==> config.mk <==
export PLATFORM = sky130hd
export DESIGN_NAME = alu_serial_feeder
export DESIGN_NICKNAME = d
export VERILOG_FILES = /design/src/rtl/alu_feed_pkg.sv /design/src/rtl/alu_feed_dly.sv /design/src/rtl/alu_serial_feeder.sv
export SDC_FILE = /design/constraint.sdc
export NUM_CORES = 1
export LEC_CHECK = 0
export ABC_AREA = 1
export CAP_MARGIN = 10
export CORE_MARGIN = 2
export CORE_UTILIZATION = 51
export CTS_CLUSTER_SIZE = 14
export DETAILED_ROUTE_END_ITERATION = 6
export PLACE_DENSITY = 0.87
export SLEW_MARGIN = 20
export SYNTH_ARGS = -nofsm -noshare
export SYNTH_HDL_FRONTEND = slang
export SYNTH_SLANG_ARGS = --single-unit
==> constraint.sdc <==
create_clock -name clk -period 1.7 [get_ports clk]
set_input_delay 0.51 -clock clk [delete_from_list [all_inputs] [get_ports clk]]
set_output_delay 0.51 -clock clk [all_outputs]
set_load 0.05 [all_outputs]
==> src/rtl/alu_feed_pkg.sv <==
// alu_feed_pkg: shared types for the bit-serial ALU operand feeder.
//   op_e       - 3-bit opcode
//   ctrl_t     - decoded slice controls {cmpl_x, cmpl_y, op_xor, op_and, op_arith, cin}
//   alu_out_t  - registered ALU-side output bundle plus the bit-0 framing flag
//   state_e    - feeder FSM states
//   decode_op  - opcode -> ctrl_t
// Optional feature macro: ALU_FEED_B2B_EN (back-to-back words, no GAP state).
package alu_feed_pkg;

    typedef enum logic [2:0] {
        OP_ADD  = 3'b000,
        OP_SUB  = 3'b001,
        OP_RSUB = 3'b010,
        OP_XOR  = 3'b011,
        OP_XNOR = 3'b100,
        OP_AND  = 3'b101,
        OP_ANDN = 3'b110,
        OP_NOP  = 3'b111
    } op_e;

    typedef struct packed {
        logic cmpl_x;
        logic cmpl_y;
        logic op_xor;
        logic op_and;
        logic op_arith;
        logic cin;
    } ctrl_t;

    typedef struct packed {
        logic  x;
        logic  y;
        logic  carry_in;
        logic  last;
        ctrl_t ctrl;     // cin field unused on the output side
        logic  first;
    } alu_out_t;

`ifdef ALU_FEED_B2B_EN
    typedef enum logic [0:0] {IDLE, SHIFT} state_e;
`else
    typedef enum logic [1:0] {IDLE, SHIFT, GAP} state_e;
`endif

    function automatic ctrl_t decode_op(op_e op);
        ctrl_t c;
        c = '0;
        case (op)
            OP_ADD:  c = '{cmpl_x: 1'b0, cmpl_y: 1'b0, op_xor: 1'b0, op_and: 1'b0, op_arith: 1'b1, cin: 1'b0};
            OP_SUB:  c = '{cmpl_x: 1'b0, cmpl_y: 1'b1, op_xor: 1'b0, op_and: 1'b0, op_arith: 1'b1, cin: 1'b1};
            OP_RSUB: c = '{cmpl_x: 1'b1, cmpl_y: 1'b0, op_xor: 1'b0, op_and: 1'b0, op_arith: 1'b1, cin: 1'b1};
            OP_XOR:  c = '{cmpl_x: 1'b0, cmpl_y: 1'b0, op_xor: 1'b1, op_and: 1'b0, op_arith: 1'b0, cin: 1'b0};
            OP_XNOR: c = '{cmpl_x: 1'b0, cmpl_y: 1'b1, op_xor: 1'b1, op_and: 1'b0, op_arith: 1'b0, cin: 1'b0};
            OP_AND:  c = '{cmpl_x: 1'b0, cmpl_y: 1'b0, op_xor: 1'b0, op_and: 1'b1, op_arith: 1'b0, cin: 1'b0};
            OP_ANDN: c = '{cmpl_x: 1'b0, cmpl_y: 1'b1, op_xor: 1'b0, op_and: 1'b1, op_arith: 1'b0, cin: 1'b0};
            default: c = '0;  // OP_NOP
        endcase
        return c;
    endfunction

endpackage

==> src/rtl/alu_feed_dly.sv <==
// alu_feed_dly: DEPTH-stage, 2-bit delay line with async active-low clear.
//   clk_i   clock
//   rst_ni  async active-low clear
//   d_i     2-bit input sampled every rising edge
//   q_o     d_i delayed by DEPTH cycles
module alu_feed_dly #(
    parameter int unsigned DEPTH = 5
) (
    input  logic       clk_i,
    input  logic       rst_ni,
    input  logic [1:0] d_i,
    output logic [1:0] q_o
);

    logic [1:0] sr_q [DEPTH];

    always_ff @(posedge clk_i or negedge rst_ni) begin
        if (!rst_ni) begin
            for (int unsigned i = 0; i < DEPTH; i++) sr_q[i] <= '0;
        end else begin
            sr_q[0] <= d_i;
            for (int unsigned i = 1; i < DEPTH; i++) sr_q[i] <= sr_q[i-1];
        end
    end

    assign q_o = sr_q[DEPTH-1];

endmodule

==> src/rtl/alu_serial_feeder.sv <==
// alu_serial_feeder: accepts {in_x, in_y, in_op} over valid/ready and streams the
// operands LSB-first onto X/Y with the decoded slice controls, plus framing
// strobes delayed by PIPE_LAT to line up with the ALU result bits.
//   clk, rst_n            clock, async active-low reset
//   in_valid/in_ready     word handshake; in_x/in_y operands, in_op opcode
//   X, Y                  serial operand bits (registered)
//   Carry_in, End         bit-0 carry, bit-(WIDTH-1) marker (registered)
//   Cmpl_X/Y, Op_*        decoded controls held for the word (registered)
//   busy                  word in flight
//   res_first, res_last   bit 0 / bit WIDTH-1 at the ALU outputs
// Optional feature macro: ALU_FEED_B2B_EN (in_ready during the End cycle,
// next word follows End directly; no GAP state).
module alu_serial_feeder
    import alu_feed_pkg::*;
#(
    parameter int unsigned WIDTH    = 8,
    parameter int unsigned PIPE_LAT = 5
) (
    input  logic             clk,
    input  logic             rst_n,
    input  logic             in_valid,
    output logic             in_ready,
    input  logic [WIDTH-1:0] in_x,
    input  logic [WIDTH-1:0] in_y,
    input  logic [2:0]       in_op,
    output logic             X,
    output logic             Y,
    output logic             Carry_in,
    output logic             End,
    output logic             Cmpl_X,
    output logic             Cmpl_Y,
    output logic             Op_XOR,
    output logic             Op_AND,
    output logic             Op_ARITH,
    output logic             busy,
    output logic             res_first,
    output logic             res_last
);

    localparam int unsigned        CNT_W    = $clog2(WIDTH);
    localparam logic [CNT_W-1:0]   CNT_LAST = CNT_W'(WIDTH - 1);

    state_e           state_q, state_d;
    logic [CNT_W-1:0] cnt_q, cnt_d;
    logic [WIDTH-1:0] x_q, x_d, y_q, y_d;
    ctrl_t            ctrl_q, ctrl_d;
    alu_out_t         out_q, out_d;
    logic             accept;
    logic [1:0]       dly_q;

    assign accept = in_valid && in_ready;

    // State register
    always_ff @(posedge clk or negedge rst_n) begin
        if (!rst_n) begin
            state_q <= IDLE;
            cnt_q   <= '0;
            x_q     <= '0;
            y_q     <= '0;
            ctrl_q  <= '0;
            out_q   <= '0;
        end else begin
            state_q <= state_d;
            cnt_q   <= cnt_d;
            x_q     <= x_d;
            y_q     <= y_d;
            ctrl_q  <= ctrl_d;
            out_q   <= out_d;
        end
    end

    // Next state
    always_comb begin
        state_d = state_q;
        cnt_d   = cnt_q;
        x_d     = x_q;
        y_d     = y_q;
        ctrl_d  = ctrl_q;
        case (state_q)
            IDLE:  state_d = IDLE;
            SHIFT: begin
                if (cnt_q == CNT_LAST) begin
`ifdef ALU_FEED_B2B_EN
                    state_d = IDLE;
`else
                    state_d = GAP;
`endif
                end else begin
                    cnt_d = cnt_q + 1'b1;
                end
            end
`ifndef ALU_FEED_B2B_EN
            GAP:   state_d = IDLE;
`endif
            default: state_d = IDLE;
        endcase
        // in_ready already restricts acceptance to IDLE (or the End cycle)
        if (accept) begin
            state_d = SHIFT;
            cnt_d   = '0;
            x_d     = in_x;
            y_d     = in_y;
            ctrl_d  = decode_op(op_e'(in_op));
        end
    end

    // Outputs: ALU-side values are computed from next state so they are registered
    always_comb begin
`ifdef ALU_FEED_B2B_EN
        in_ready = (state_q == IDLE) || ((state_q == SHIFT) && (cnt_q == CNT_LAST));
`else
        in_ready = (state_q == IDLE);
`endif
        busy  = (state_q != IDLE);
        out_d = '0;
        if (state_d == SHIFT) begin
            out_d.x        = x_d[cnt_d];
            out_d.y        = y_d[cnt_d];
            out_d.carry_in = ctrl_d.cin && (cnt_d == '0);
            out_d.last     = (cnt_d == CNT_LAST);
            out_d.ctrl     = ctrl_d;
            out_d.first    = (cnt_d == '0);
        end
    end

    assign X        = out_q.x;
    assign Y        = out_q.y;
    assign Carry_in = out_q.carry_in;
    assign End      = out_q.last;
    assign Cmpl_X   = out_q.ctrl.cmpl_x;
    assign Cmpl_Y   = out_q.ctrl.cmpl_y;
    assign Op_XOR   = out_q.ctrl.op_xor;
    assign Op_AND   = out_q.ctrl.op_and;
    assign Op_ARITH = out_q.ctrl.op_arith;

    alu_feed_dly #(
        .DEPTH (PIPE_LAT)
    ) u_dly (
        .clk_i  (clk),
        .rst_ni (rst_n),
        .d_i    ({out_q.first, out_q.last}),
        .q_o    (dly_q)
    );

    assign res_first = dly_q[1];
    assign res_last  = dly_q[0];

endmodule
==> flow_metrics.tcl, run 1 <==
set metrics [dict create \
    status "finished clean" \
    dieArea_um2 4307 \
    p_leak_nw 1.450 \
    yosysTopAreaCellShare 0.6072 \
    track_usage 0.2051 \
    avgSynthCellArea_um2 9.179 \
    start_util 0.5291 \
    cts_buffers 5 \
    dpl.hpwl_um 2734 \
    fp-row-count 22 \
    first_pass_iters 4 \
    final_nets 292 \
    finalHoldViolCount 0 \
    clock_sinks 47 \
    worstMarginPinSlew_ps 447.4 \
    drtIter0Drc 96 \
    fin_util 0.7478 \
    cts-root-buf "clkbuf_8" \
    post-synth-top-area-cell "dfrtp_1" \
    finalCritPeriodShare 0.9765 \
    layout-drive-gt1-share 0.2185 \
    startpoint_type "flip-flop" \
    clk_latency_ps 300 \
    hold_path.class "in -> async" \
    worstPathCellList "nor2_4 > inv_1 > buf_12" \
    worst_slew_margin_rel 0.7018 \
    vdd_drop_max_mv 1.238 \
    hold_buffers 0 \
    fin_crit_ps 1660 \
    synth_seq_cells 47 \
    setup_violations 0 \
    synthCells 211 \
    post-route-drc-count 0 \
    critical_path_class "reg -> out" \
    setup_tns_ps 0 \
    place_congestion 0.8262 \
    cts_tree "yes" \
    seq_area_frac_synth 0.6072 \
    maxSlewViolCount 0 \
    vias_per_cell 4.934 \
    endpoint_kind "output port" \
    io_buffer_count 34 \
    wire_per_inst_um 12.39 \
    area_delta_synth_final_pct 41.34 \
    die_w_um 65.63 \
    cp.required_ps 1190 \
    syn-num-nets 234 \
    grt_max_degree 31 \
    syn_area_um2 1937 \
    gr-total-overflow 0 \
    ant_nets 0 \
    yosys_warnings 0 \
    cp_max_fo 3 \
    final_common_cell "nand2_1" \
    synth_cell_type_count 22 \
    max_stage_delay_ps 430 \
    drt_wl_total_um 3940 \
    max-cap-violations 0 \
    crit_arrival_ps 1150 \
    fmax_mhz 602.4 \
    synth_area_leaders "dfrtp_1 (61%), nand2_1 (14%), inv_1 (6.4%)" \
    pin_count 35 \
    die_height_um 65.63 \
    crit_path_top_delay_cell "dfrtp_1" \
    clkSlewWorstSetupHoldPaths_ps 80 \
    p_per_area_nw_per_um2 2094 \
    coreArea_um2 3661 \
    grt_pass1_vias 1476 \
    diodes 0 \
    grt_pass1_wl_um 6589 \
    fin_worst_skew_ps 6.250 \
    max-clock-path-buffers 2 \
    antenna_found_initial 0 \
    dr_total_vias 1569 \
    cts.htree.levels 2 \
    final_cell_mix "nand2_1 (68), dfrtp_1 (46), inv_1 (33)" \
]
[cells by family after synthesis]
kind of cell | synth area share
AOI/OAI and AO/OA | 0.04780
and+or+nand+nor | 0.2513
buffers and inverters | 0.08721
DFF | 0.6072
adders and majority gates | 0.006459
[through the flow]
stage	instance area (um2)	hold WS (ps)	cells	power [W]	setup WS, ps
after global routing	2738	159.4	318	0.006139	-7.331
after detailed placement	2564	335.6	303	0.004765	-203.2
final	2738	132.3	318	0.005731	39.89
after floorplan	1937	214.4	211	0.003527	92.87
after global placement	2564	333.1	303	0.004656	-163.8
after CTS	2671	142.3	312	0.005498	19.88
[registers in the layout, indices dropped and copies added, names as in the netlist]
register and cells:
Carry_in 1, Cmpl_X 1, Cmpl_Y 1, End 1, Op_AND 1, Op_ARITH 1, Op_XOR 1, X 1
Y 1, cnt_q 3, ctrl_q 6, out_q 1, state_q 2, u_dly.q_o 2, u_dly.sr_q 8, x_q 8
y_q 8
[synthesized netlist by cell type, drive strengths merged]
master and instances:
nand4 1, nand3b 1, ha 1, inv 34
buf 4, nor2 14, nor4 1, a32oi 1
dfrtp 47, nand2 73, a21oi 6, nand3 17
o21ai 10, nor3 1
[path summary, 6_finish.rpt]
kind                               start             to  slack [ps]  cells past startpoint
hold / removal                     rst_n   u_dly.q_o[0]         130                      1
hold reg to reg            u_dly.sr_q[9]  u_dly.sr_q[7]         350                      0
setup reg to reg              state_q[1]              Y          90                     10
setup / recovery              state_q[1]           busy          40                      3
min in group clk           u_dly.sr_q[9]  u_dly.sr_q[7]         350                      0
max in group asynchronous          rst_n     state_q[0]        1080                      2
[routing by layer]
layer | vias to the layer above | GRT usage | part of all wire
li1 | 771 | - | -
met1 | 751 | 0.2589 | 0.42
met2 | 37 | 0.3447 | 0.52
met3 | 10 | 0.05479 | 0.047
met4 | 0 | 0.06250 | 0.021
met5 | - | 0 | 0
[power breakdown]
part           total [W]  switching, W  internal (W)
logic            0.00321       0.00180       0.00140
clock network   0.000716      0.000345      0.000371
registers        0.00181      0.000218       0.00159
total            0.00573       0.00237       0.00336
[final cells by class]
type	count	area [um2]
Tap cell	48	60.06
Multi-Input combinational cell	127	619.3
Inverter	34	127.6
Clock buffer	8	100.1
Fill cell	239	923.4
Sequential cell	47	1177
Timing Repair Buffer	54	653.1
[timing repair]
item	in CTS	in global routing
pin swaps	1	2
gates cloned	0	1
resized for setup	0	7
setup endpoints to repair	1	6
setup buffers	1	5
[critical path, delay by kind of cell, from the launching register on]
kind / cells / cell delay (ps)
buffers and inverters: 2 / 240
flip-flops: 1 / 430
AND/OR/NAND/NOR: 1 / 170
(Power assumes the default switching activity.)
==> run 2: changes to the inputs <==
CTS_CLUSTER_SIZE = 8   (was 14)
==> results of run 2 <==
The final DEF is identical to that of run 1; final timing and power are the same.
==> patch (config.mk and constraints of run 1) <==
The 3 states of `state_e` get a one-hot encoding in 3 bits.
--- a/src/rtl/alu_feed_pkg.sv
+++ b/src/rtl/alu_feed_pkg.sv
@@ -40,5 +40,5 @@
     typedef enum logic [0:0] {IDLE, SHIFT} state_e;
 `else
-    typedef enum logic [1:0] {IDLE, SHIFT, GAP} state_e;
+    typedef enum logic [2:0] {IDLE = 3'b001, SHIFT = 3'b010, GAP = 3'b100} state_e;
 `endif
 
Check against the original RTL: same outputs for any inputs over 10 cycles, from zero or initial values and one cycle with rst_n low; not proved beyond that.
==> patch against run 1 <==
- the run now ends with setup timing left
- count of clock-buffer cells in the layout fell by 1
- synthesized cell count up 1.4%
- sequential cell count rose by 1
- core utilization increased by 7.3 points
- clock power is 12% higher
- worst hold slack gained 0.046 ns
- synthesized area grew 4.3%
- power is 0.84% higher
- sequential share of layout area is 3.9 points lower
- sequential power fell by 3%
- register-to-register slack got worse by 0.34 ns
- setup slack worse by 0.29 ns
- highest routed layer unchanged
- routed wire length is 47% higher
- final area is 12% higher
==> patch: results (changes against run 1) <==
| Metric | Value |
|---|---|
| Final Worst Setup Slack | `-0.248 ns (-0.288 ns)` |
| DPL Wire Length | `3150 um (+15%)` |
| WL/cell | `17.2 um (+39%)` |
| Wire length on met3 | `327 um (+76%)` |
| Critical-path maximum fanout | `5 (+2)` |
| Psw | `2.36 mW (-0.17%)` |
| Resized cells post-CTS | `5 (+5)` |
| Setup tns final | `-1.09 ns (-1.09 ns)` |
| Nets | `310 (+6.2%)` |
| Non-Filler Instances | `336 (+5.7%)` |
| Worst Tran Pin Value | `0.384 ns (-0.0635 ns)` |
| Synth Area per Inst | `9.44 um2 (+2.8%)` |
| Syn Nets | `237 (+1.3%)` |
| Post-synthesis sequential area ratio | `59.5% (-1.2 points)` |
| Worst Path Arrival | `2.18 ns (+1.03 ns)` |
| Multi-input combinational area share | `24.7% (+2.1 points)` |
| Vias in the first global route | `1604 (+8.7%)` |
| Data buffer area share | `26.1% (+2.3 points)` |
| Top cells by count, synth | `nand2_1 (68), dfrtp_1 (47), inv_1 (31), nand3_1 (10), o21ai_0 (8)` |
| Placer Congestion | `0.805 (-2.6%)` |
| Failing checks | `setup timing` |
| Reg area | `0.00120 mm2 (+2.1%)` |
| Final Skew | `0.0166 ns (+0.0103 ns)` |
| Seq_cells | `48 (+2.1%)` |
| Met1 WL | `2160 um (+32%)` |
| Area contributors post-synth | `dfrtp_1 (58%), nand2_1 (13%), inv_1 (5.8%)` |
| R2r startpoint | `cnt_q[1]` |
| Non-clock buffer count | `69 (+28%)` |
| Worst reg2reg endpoint | `X` |
| Worst-case reg-to-reg path depth | `11 (+1)` |
| Pleak | `1.55 nW (+7.0%)` |
| Final setup violation count | `9 (+9)` |
| Met2 wire length | `3030 um (+49%)` |
| Routed via count | `1794 (+14%)` |
| Status | `finished, violations left` |
| Grt met3 use | `5.41% (-0.074 points)` |
| Peak supply drop | `0.00118 V (-4.4%)` |
| Placed cell count | `316 (+4.3%)` |
[patch: critical path: stages, from the launching register on]
cell and delay [ns]:
dfrtp_1 0.41, ha_2 0.25, nand2_2 0.11, nand2_1 0.09
nand2_1 0.10, nand2_2 0.10, nand2_2 0.09, nor2_2 0.23
nand2_1 0.12, nand3_1 0.12, nand4_1 0.14, nand2_1 0.10
[patch: metrics by stage]
| stage | area (um2) | worst slack, ns |
|---|---|---|
| after floorplan | 2030 | 0.00801 |
| after global placement | 2690 | -0.426 |
| after detailed placement | 2690 | -0.465 |
| after CTS | 2820 | -0.156 |
| after global routing | 3070 | -0.304 |
| final | 3070 | -0.248 |
[patch: worst max-delay path by stage]
stage               startpoint        to  slack, ns  cells past startpoint
finish                cnt_q[1]         X      -0.25                     11
global route          cnt_q[1]         Y      -0.30                     11
CTS                 state_q[0]  in_ready      -0.16                      6
detailed placement    in_valid         Y      -0.47                      9
global placement      in_valid         Y      -0.43                      9
floorplan           state_q[0]  in_ready      0.008                      4
